## src/rtl/seven_seg_scan_controller_if.sv

```systemverilog
// rtl/seven_seg_scan_controller_if.sv - value source / decoder side signals of the digit scanner
interface seven_seg_scan_controller_if #(
  parameter int NUM_DIGITS = 4,
  parameter int DIV_WIDTH  = 16
);
  logic                    io_enable;
  logic                    io_load;
  logic [4*NUM_DIGITS-1:0] io_value;
  logic [DIV_WIDTH-1:0]    io_divisor;
  logic                    io_blankLeading;
  logic [6:0]              io_segIn;
  logic [3:0]              io_binOut;
  logic [6:0]              io_segOut;
  logic [NUM_DIGITS-1:0]   io_digitEn;
  logic                    io_frameDone;

  modport master (
    output io_enable, io_load, io_value, io_divisor, io_blankLeading, io_segIn,
    input  io_binOut, io_segOut, io_digitEn, io_frameDone
  );

  modport slave (
    input  io_enable, io_load, io_value, io_divisor, io_blankLeading, io_segIn,
    output io_binOut, io_segOut, io_digitEn, io_frameDone
  );
endinterface

```

## src/rtl/seven_seg_scan_controller.sv

```systemverilog
// rtl/seven_seg_scan_controller.sv - multiplexed 7-seg digit scanner with guard blanking
module seven_seg_scan_controller #(
  parameter int NUM_DIGITS   = 4,
  parameter int DIV_WIDTH    = 16,
  parameter int BLANK_CYCLES = 2
) (
  input logic                     clock,
  input logic                     reset,
  seven_seg_scan_controller_if.slave io
);
  localparam int IDX_W = (NUM_DIGITS > 1) ? $clog2(NUM_DIGITS) : 1;
  localparam int BLK_W = $clog2(BLANK_CYCLES + 1);
  localparam int CNT_W = (DIV_WIDTH > BLK_W) ? DIV_WIDTH : BLK_W;
  localparam int VAL_W = 4 * NUM_DIGITS;

  localparam logic [1:0] ST_IDLE  = 2'd0;
  localparam logic [1:0] ST_BLANK = 2'd1;
  localparam logic [1:0] ST_SHOW  = 2'd2;

  localparam logic [IDX_W-1:0] IDX_LAST   = IDX_W'(NUM_DIGITS - 1);
  localparam logic [CNT_W-1:0] BLANK_LAST = CNT_W'(BLANK_CYCLES - 1);

  logic [1:0]            state, state_n;
  logic [IDX_W-1:0]      idx, idx_n;
  logic [CNT_W-1:0]      cnt, cnt_n;
  logic [VAL_W-1:0]      active, active_n;
  logic [VAL_W-1:0]      pending, pending_n;
  logic                  pend_valid, pend_valid_n;
  logic [NUM_DIGITS-1:0] digit_en, digit_en_n;
  logic                  frame_done;
  logic                  wrap;
  logic [CNT_W:0]        div_eff;
  logic [CNT_W:0]        cnt_inc;

  // Digit i (>0) is dark when it and every more significant nibble are zero.
  function automatic logic digit_blanked(input logic [VAL_W-1:0] val,
                                         input logic [IDX_W-1:0] i,
                                         input logic             bl);
    logic zeros;
    logic hit;
    zeros = 1'b1;
    hit   = 1'b0;
    for (int k = NUM_DIGITS - 1; k >= 1; k--) begin
      zeros = zeros & (val[4*k +: 4] == 4'h0);
      if (i == IDX_W'(k)) hit = zeros;
    end
    return bl & hit;
  endfunction

  assign div_eff = (io.io_divisor == '0) ? (CNT_W+1)'(1) : (CNT_W+1)'(io.io_divisor);
  assign cnt_inc = {1'b0, cnt} + (CNT_W+1)'(1);

  always_comb begin
    state_n      = state;
    idx_n        = idx;
    cnt_n        = cnt;
    active_n     = active;
    pending_n    = pending;
    pend_valid_n = pend_valid;
    wrap         = 1'b0;
    digit_en_n   = '0;

    if (!io.io_enable) begin
      state_n = ST_IDLE;
      idx_n   = '0;
      cnt_n   = '0;
    end else begin
      case (state)
        ST_IDLE: begin
          state_n = ST_BLANK;
          idx_n   = '0;
          cnt_n   = '0;
        end
        ST_BLANK: begin
          if (cnt == BLANK_LAST) begin
            state_n = ST_SHOW;
            cnt_n   = '0;
          end else begin
            cnt_n = cnt + CNT_W'(1);
          end
        end
        ST_SHOW: begin
          // Compared against the live divisor so a shrink mid-slot ends it promptly.
          if (cnt_inc >= div_eff) begin
            state_n = ST_BLANK;
            cnt_n   = '0;
            if (idx == IDX_LAST) begin
              idx_n = '0;
              wrap  = 1'b1;
            end else begin
              idx_n = idx + IDX_W'(1);
            end
          end else begin
            cnt_n = cnt + CNT_W'(1);
          end
        end
        default: begin
          state_n = ST_IDLE;
          idx_n   = '0;
          cnt_n   = '0;
        end
      endcase
    end

    if (wrap && pend_valid) begin
      active_n     = pending;
      pend_valid_n = 1'b0;
    end

    // The commit above uses the old pending, so a load on the wrap clock waits a frame.
    if (io.io_load) begin
      if (state == ST_IDLE) begin
        active_n  = io.io_value;
        pending_n = io.io_value;
      end else begin
        pending_n    = io.io_value;
        pend_valid_n = 1'b1;
      end
    end

    if (state_n == ST_SHOW && !digit_blanked(active_n, idx_n, io.io_blankLeading))
      digit_en_n = NUM_DIGITS'(1) << idx_n;
  end

  always_ff @(posedge clock) begin
    if (reset) begin
      state      <= ST_IDLE;
      idx        <= '0;
      cnt        <= '0;
      active     <= '0;
      pending    <= '0;
      pend_valid <= 1'b0;
      digit_en   <= '0;
      frame_done <= 1'b0;
    end else begin
      state      <= state_n;
      idx        <= idx_n;
      cnt        <= cnt_n;
      active     <= active_n;
      pending    <= pending_n;
      pend_valid <= pend_valid_n;
      digit_en   <= digit_en_n;
      frame_done <= wrap;
    end
  end

  assign io.io_binOut    = active[{idx, 2'b00} +: 4];
  assign io.io_segOut    = (|digit_en) ? io.io_segIn : 7'h00;
  assign io.io_digitEn   = digit_en;
  assign io.io_frameDone = frame_done;

endmodule

```

## src/flat_wrapper.sv

```systemverilog
// flat-port wrapper written by rule: the top's interface ports become plain ports
module seven_seg_scan_controller_flat 
#(
  parameter int NUM_DIGITS   = 4,
  parameter int DIV_WIDTH    = 16,
  parameter int BLANK_CYCLES = 2
)
  (clock, reset, io_io_enable, io_io_load, io_io_value, io_io_divisor, io_io_blankLeading, io_io_segIn, io_io_binOut, io_io_segOut, io_io_digitEn, io_io_frameDone);
  seven_seg_scan_controller_if #(.NUM_DIGITS(NUM_DIGITS), .DIV_WIDTH(DIV_WIDTH)) io_i ();
  input logic clock;
  input logic reset;
  input wire logic [$bits(io_i.io_enable)-1:0] io_io_enable;
  input wire logic [$bits(io_i.io_load)-1:0] io_io_load;
  input wire logic [$bits(io_i.io_value)-1:0] io_io_value;
  input wire logic [$bits(io_i.io_divisor)-1:0] io_io_divisor;
  input wire logic [$bits(io_i.io_blankLeading)-1:0] io_io_blankLeading;
  input wire logic [$bits(io_i.io_segIn)-1:0] io_io_segIn;
  output wire logic [$bits(io_i.io_binOut)-1:0] io_io_binOut;
  output wire logic [$bits(io_i.io_segOut)-1:0] io_io_segOut;
  output wire logic [$bits(io_i.io_digitEn)-1:0] io_io_digitEn;
  output wire logic [$bits(io_i.io_frameDone)-1:0] io_io_frameDone;
  assign io_i.io_enable = io_io_enable;
  assign io_i.io_load = io_io_load;
  assign io_i.io_value = io_io_value;
  assign io_i.io_divisor = io_io_divisor;
  assign io_i.io_blankLeading = io_io_blankLeading;
  assign io_i.io_segIn = io_io_segIn;
  assign io_io_binOut = io_i.io_binOut;
  assign io_io_segOut = io_i.io_segOut;
  assign io_io_digitEn = io_i.io_digitEn;
  assign io_io_frameDone = io_i.io_frameDone;
  seven_seg_scan_controller #(.NUM_DIGITS(NUM_DIGITS), .DIV_WIDTH(DIV_WIDTH), .BLANK_CYCLES(BLANK_CYCLES)) u_core (.clock(clock), .reset(reset), .io(io_i));
endmodule
```

## config.mk

```make
export PLATFORM = sky130hd
export DESIGN_NAME = seven_seg_scan_controller_flat
export DESIGN_NICKNAME = d
export VERILOG_FILES = /design/src/rtl/seven_seg_scan_controller_if.sv /design/src/rtl/seven_seg_scan_controller.sv /design/src/flat_wrapper.sv
export SDC_FILE = /design/constraint.sdc
export NUM_CORES = 1
export LEC_CHECK = 0
export ABC_AREA = 1
export BUFFER_PORTS_ARGS = -buffer_cell sky130_fd_sc_hd__buf_2
export CAP_MARGIN = 20
export CORE_ASPECT_RATIO = 1.5
export CORE_MARGIN = 2
export CORE_UTILIZATION = 57
export DETAILED_ROUTE_END_ITERATION = 7
export HOLD_SLACK_MARGIN = 0.08
export PLACE_DENSITY = 0.9
export RECOVER_POWER = 50
export SKIP_LAST_GASP = 1
export SLEW_MARGIN = 25
export SYNTH_ARGS = -nofsm -noshare
export SYNTH_HDL_FRONTEND = slang
export SYNTH_SLANG_ARGS = --single-unit
```

## constraint.sdc

```tcl
create_clock -name clock -period 3.55 [get_ports clock]
set_input_delay 0.355 -clock clock [delete_from_list [all_inputs] [get_ports clock]]
set_output_delay 0.355 -clock clock [all_outputs]
set_load 0.05 [all_outputs]
```

==> results of run 1 <==
repair_timing:
item / in CTS / in global routing
pin swaps: 3 / 10
endpoints found under the setup margin: 4 / 4
resized for setup: 4 / 49
gates cloned: 1 / 0
setup buffers: 6 / 6
worst max path at each step:
stage | cells after the start | start | endpoint
after global placement | 25 | u_core.cnt[0] | u_core.io.io_digitEn[0]
after CTS | 29 | u_core.cnt[0] | u_core.io.io_digitEn[0]
after detailed placement | 24 | u_core.cnt[2] | u_core.io.io_digitEn[0]
after global routing | 21 | u_core.cnt[0] | u_core.io.io_digitEn[1]
final | 27 | u_core.cnt[0] | u_core.io.io_digitEn[1]
after floorplan | 27 | u_core.cnt[0] | u_core.io.io_digitEn[0]
layout make-up:
cell class                 count  area, um2
multi-input combinational    368       2180
fill                         434       1620
sequential                    58       1170
timing repair buffer          77        420
inverter                      93        349
clock buffer                  11        151
clock inverter                 5        100
tap                           74       92.6
cells by family (layout without fill, tap and decap cells):
kind of cell,Yosys count,in the layout,synth area share
compound gates,67,67,0.102
xor+xnor,12,12,0.0295
fa+ha+maj,23,23,0.0806
buf+inv,108,186,0.119
flops,58,58,0.325
simple gates,265,266,0.344
where the power goes:
group | switching, mW | internal, mW
sequential | 0.0143 | 0.677
combinational | 0.115 | 0.0649
clock | 0.257 | 0.502
critical path: stages (launching register included):
cell     delay, ns
dfxtp_4       0.39
nand3_4       0.10
nor3_4        0.26
buf_4         0.15
nand3_2       0.07
xor2_2        0.19
inv_1         0.08
ha_1          0.32
nand2_1       0.11
inv_1         0.07
nand2_1       0.08
nor2_1        0.10
nand2_1       0.06
nand3_1       0.08
nand2_2       0.07
nand3_4       0.15
nand3_4       0.13
nor2_4        0.17
buf_6         0.15
nand2_2       0.05
nand3_2       0.06
nand2_1       0.05
nor2_1        0.10
nand2_1       0.10
nand2_1       0.09
nand3_2       0.11
nand3_2       0.11
nor2_2        0.05
state kept, by name, indices dropped and copies added (netlist names):
register	count
u_core.idx	2
u_core.cnt	16
u_core.pending	16
u_core.io.io_frameDone	1
u_core.active	16
u_core.pend_valid	1
u_core.state	2
u_core.io.io_digitEn	4
placed cells by master, fill, tap and decap left out, types with 2 or more instances in the layout:
| cell type | n |
|---|---|
| ha_4 | 3 |
| dfxtp_2 | 3 |
| ha_1 | 20 |
| bufinv_16 | 3 |
| buf_4 | 15 |
| xor2_1 | 8 |
| nand3_2 | 9 |
| a22oi_1 | 4 |
| nor2_2 | 8 |
| nand2_1 | 97 |
| nor3_1 | 4 |
| clkinv_2 | 2 |
| xor2_2 | 3 |
| or2_2 | 7 |
| nor2_1 | 83 |
| nor4_1 | 9 |
| nand3_1 | 16 |
| dfxtp_4 | 2 |
| clkbuf_8 | 11 |
| dfxtp_1 | 53 |
| nor2_4 | 4 |
| o21ai_0 | 26 |
| a21oi_1 | 31 |
| nand4_1 | 4 |
| nand4_4 | 2 |
| nand3_4 | 4 |
| clkbuf_1 | 17 |
| buf_2 | 42 |
| buf_6 | 3 |
| inv_2 | 9 |
| nand2_2 | 14 |
| inv_1 | 83 |
routing by layer:
metal | global-route usage | up-vias
li1 | - | 1810
met1 | 0.276 | 1687
met2 | 0.507 | 178
met3 | 0.0615 | 65
met4 | 0.218 | 0
met5 | 0 | -
stage by stage:
step | util | worst slack [ns] | cells | cell area [um2]
after floorplan | - | 0.297 | 533 | 3570
final | 0.733 | -0.0127 | 686 | 4460
after detailed placement | 0.645 | -0.139 | 657 | 3930
after global routing | 0.733 | -0.375 | 686 | 4460
after CTS | 0.698 | 0.0101 | 680 | 4250
after global placement | 0.645 | 0.0902 | 657 | 3930
==> impl_metrics.env, run 1 <==
export IMPL_dr_pass1_iters=5
export IMPL_die_w_um=68.6
export IMPL_synth_top_cells_by_count="nand2_1, inv_1, nor2_1, dfxtp_1, a21oi_1"
export IMPL_fmax_ghz=0.281
export IMPL_fin_ws_ns=-0.0127
export IMPL_slew_limit_headroom=0.372
export IMPL_synth_top_area_frac=0.325
export IMPL_viasPerCell=5.45
export IMPL_dp_hpwl_um=6650
export IMPL_wl_per_cell_um=14.8
export IMPL_drtAntennaViolNets=0
export IMPL_synth_cell_types=36
export IMPL_drt_iter0_markers=214
export IMPL_worstSkewPairLatency_ns=0.34
export IMPL_grt_max_degree=24
export IMPL_die_h_um=101
export IMPL_violations="negative setup slack"
export IMPL_grt_usage=0.287
export IMPL_crit_path_max_fanout=7
export IMPL_period_share=1.00
export IMPL_first_global_vias=3556
export IMPL_setup_violations=2
export IMPL_hold_depth=3
export IMPL_syn_to_final_growth_pct=25.1
export IMPL_ys_ff_latch=58
export IMPL_synth_net_count=600
export IMPL_io_buffer_count=59
export IMPL_worstMarginPinSlew_ns=0.933
export IMPL_cts_htree_levels=3
export IMPL_cts_root_buffer="clkbuf_8"
export IMPL_die_area_um2=6920
export IMPL_wl_met2_um=5480
export IMPL_synthArstFlopShare=0
export IMPL_initial_utilization=0.586
export IMPL_timing_worst_setup_path_type="flop to flop"
export IMPL_yosysMostFrequentCell="nand2_1"
export IMPL_vdd_ir_drop_worst_v=0.000456
export IMPL_fin_crit_ns=3.56
export IMPL_start_kind="flop"
export IMPL_netlist_top_cells_area="dfxtp_1, nand2_1, inv_1, nor2_1, ha_1"
export IMPL_reg2reg_depth=27
export IMPL_critical_path_required_ns=3.78
export IMPL_cts_buffers=9
export IMPL_grt_ovfl_total=0
export IMPL_holdPathEnd="u_core.pending[8]"
export IMPL_routed_via_count=3740
export IMPL_power_leakage_nw=2.29
export IMPL_critPathArrivalTime_ns=3.80
export IMPL_hold_slack_ns=0.256
export IMPL_cts_hold_buffers=0
export IMPL_synth_flop_cell="dfxtp_1"
export IMPL_ioPinCount=60
export IMPL_drive_gt1_frac=0.247
export IMPL_final_nets=674
export IMPL_core_area_um2=6090
export IMPL_max_cap_violations=0
export IMPL_cts_buffer_depth=2
export IMPL_cp_end_kind="flop"
export IMPL_met1_length_um=3500
export IMPL_yosys_warnings=0
export IMPL_antenna_found_initial=0
export IMPL_cts_sinks=58
export IMPL_hp_class="input pin to flop"
export IMPL_antenna_cells=0
export IMPL_power_mw=1.63
export IMPL_ys_seq_area_frac=0.325
export IMPL_wirelength_um=10200
export IMPL_clk_pin_slew_worst_paths_ns=0.06
export IMPL_place_gp_congestion=0.920
export IMPL_skew_ns=0.00435
export IMPL_reg2reg_slack_ns=-0.01
export IMPL_routed_top_layer="met4"
export IMPL_fin_tns_setup_ns=-0.0254
export IMPL_cts_tree="done"
export IMPL_syn_inst=533
export IMPL_slew_viol_final=0
export IMPL_syn_area_um2=3570
export IMPL_synth_edf_count=0
export IMPL_rsz0062_at_grt="true"
export IMPL_status="finished, violations left"
export IMPL_min_from="io_io_value[8]"
export IMPL_reg2reg_to="u_core.io.io_digitEn[1]"
export IMPL_rows=35
export IMPL_r2r_start="u_core.cnt[0]"
export IMPL_synth_top_area_cell="dfxtp_1"
export IMPL_grt_pass1_wl_um=15000
export IMPL_drcViolationCount=0
export IMPL_pwr_density_cell_nw_per_um2=365
export IMPL_hold_viol_final=0
export IMPL_dr_wl_met3_um=520
export IMPL_syn_avg_cell_area_um2=6.69
(Power assumes the default switching activity.)
==> run 2, diff against run 1 <==
- REMOVE_ABC_BUFFERS: not set -> 1
==> run 2 against run 1 <==
Effect of this change: the flow now finishes without violations; first-iteration DRC count decreased by 22%; cell count decreased by 0.15%; fmax increased by 2.9%; wire length decreased by 7.5%; critical path depth increased by 4; via count decreased by 3.9%; clock skew increased by 0.0041 ns; flip-flop and latch count unchanged.
==> impl_metrics.env, run 2 (synthesized netlist as in run 1, its figures left out) <==
export IMPL_period_share=0.975
export IMPL_layout_common_cells="nand2_1, inv_1, nor2_1"
export IMPL_largestRegisters="u_core.active (16), u_core.cnt (16), u_core.pending (16)"
export IMPL_drive_gt1_frac=0.254
export IMPL_fin_util=0.739
export IMPL_final_common_cell="nand2_1"
export IMPL_die_w_um=68.6
export IMPL_fmax_ghz=0.289
export IMPL_cp_slowest_cell="dfxtp_4"
export IMPL_initial_utilization=0.586
export IMPL_reg2reg_depth=31
export IMPL_hold_viol_final=0
export IMPL_hold_slack_ns=0.253
export IMPL_antenna_found_initial=0
export IMPL_cts_hold_buffers=0
export IMPL_power_leakage_nw=2.30
export IMPL_cts_sinks=58
export IMPL_skew_ns=0.00849
export IMPL_grt_usage=0.265
export IMPL_wirelength_um=9420
export IMPL_slew_viol_final=0
export IMPL_dr_pass1_iters=4
export IMPL_die_area_um2=6920
export IMPL_drtAntennaViolNets=0
export IMPL_die_h_um=101
export IMPL_vdd_ir_drop_worst_v=0.000395
export IMPL_dp_slack_ns=-0.0968
export IMPL_status="finished, final reports clean"
export IMPL_worstMarginPinSlew_ns=0.913
export IMPL_cp_end_kind="flop"
export IMPL_core_area_um2=6090
export IMPL_rows=35
export IMPL_antenna_cells=0
export IMPL_timing_worst_setup_path_type="flop to flop"
export IMPL_dp_hpwl_um=6640
export IMPL_critPathArrivalTime_ns=3.70
export IMPL_clk_pin_slew_worst_paths_ns=0.07
export IMPL_slew_limit_headroom=0.385
export IMPL_io_buffer_count=59
export IMPL_grt_ovfl_total=0
export IMPL_dp_cells=659
export IMPL_routed_via_count=3595
export IMPL_fillers=466
export IMPL_wl_per_cell_um=13.8
export IMPL_cts_tree="done"
export IMPL_fin_tns_setup_ns=0
export IMPL_crit_path_max_fanout=6
export IMPL_grt_max_degree=24
export IMPL_max_stage_delay_ns=0.38
export IMPL_critical_path_required_ns=3.78
export IMPL_ioPinCount=60
export IMPL_final_nets=673
export IMPL_worstSkewPairLatency_ns=0.34
export IMPL_start_kind="flop"
export IMPL_cts_root_buffer="clkbuf_8"
export IMPL_cts_buffers=9
export IMPL_hold_depth=3
export IMPL_first_global_vias=3446
export IMPL_cts_htree_levels=3
export IMPL_fin_crit_ns=3.46
export IMPL_drcViolationCount=0
export IMPL_layout_cells_non_filler=685
export IMPL_fin_ws_ns=0.0872
export IMPL_viasPerCell=5.25
export IMPL_grt_pass1_wl_um=13800
export IMPL_syn_to_final_growth_pct=26.0
export IMPL_place_gp_congestion=0.859
export IMPL_max_cap_violations=0
export IMPL_cts_buffer_depth=2
export IMPL_setup_violations=0
export IMPL_hp_class="input pin to flop"
export IMPL_pwr_density_cell_nw_per_um2=353
export IMPL_drt_iter0_markers=166
run 2: through the flow:
stage	cell area, um2	total power [mW]
6_report	4500	1.59
5_1_grt	4500	1.65
4_1_cts	4230	1.58
3_5_place_dp	3940	0.877
3_3_place_gp	3940	0.871
2_1_floorplan	3490	0.810
run 2: repair_timing:
item,in CTS,in global routing
cloned,0,1
setup endpoints to repair,4,14
gates resized for setup,3,56
buffers inserted,2,7
pin swaps,2,25
run 2: layer usage:
metal	wire length, um	track usage	up-vias	share of wire
met3	392	0.0547	38	0.042
met5	0	0	-	0
met1	3440	0.246	1626	0.37
met2	5190	0.511	121	0.55
met4	401	0.132	0	0.043
li1	-	-	1810	-
run 2: worst paths after layout:
check                    startpoint                       to  slack (ns)
hold / removal      io_io_value[12]       u_core.pending[12]        0.25
setup reg to reg      u_core.cnt[1]  u_core.io.io_digitEn[0]        0.09
hold reg to reg   u_core.pending[0]        u_core.pending[0]        0.46
setup / recovery      u_core.cnt[1]  u_core.io.io_digitEn[0]        0.09
run 2: worst max-delay path, delay by kind of cell, from the launching register on:
kind	cells	cell delay, ns
simple gates	23	1.83
buf+inv	5	0.51
fa+ha+maj	2	0.45
flops	1	0.38
xor+xnor	1	0.19
run 2: power by group:
part,internal (mW),switching (mW)
clock,0.451,0.260
combinational,0.0678,0.117
sequential,0.678,0.0153
run 2: layout make-up:
cell class	instances	area (um2)	share of cell area
clock inverters	4	72.6	0.0161
well taps	74	92.6	0.0206
repair buffers	77	459	0.102
inverters	93	349	0.0776
multi-input cells	367	2190	0.487
clock buffers	12	165	0.0367
flip-flops and latches	58	1170	0.260
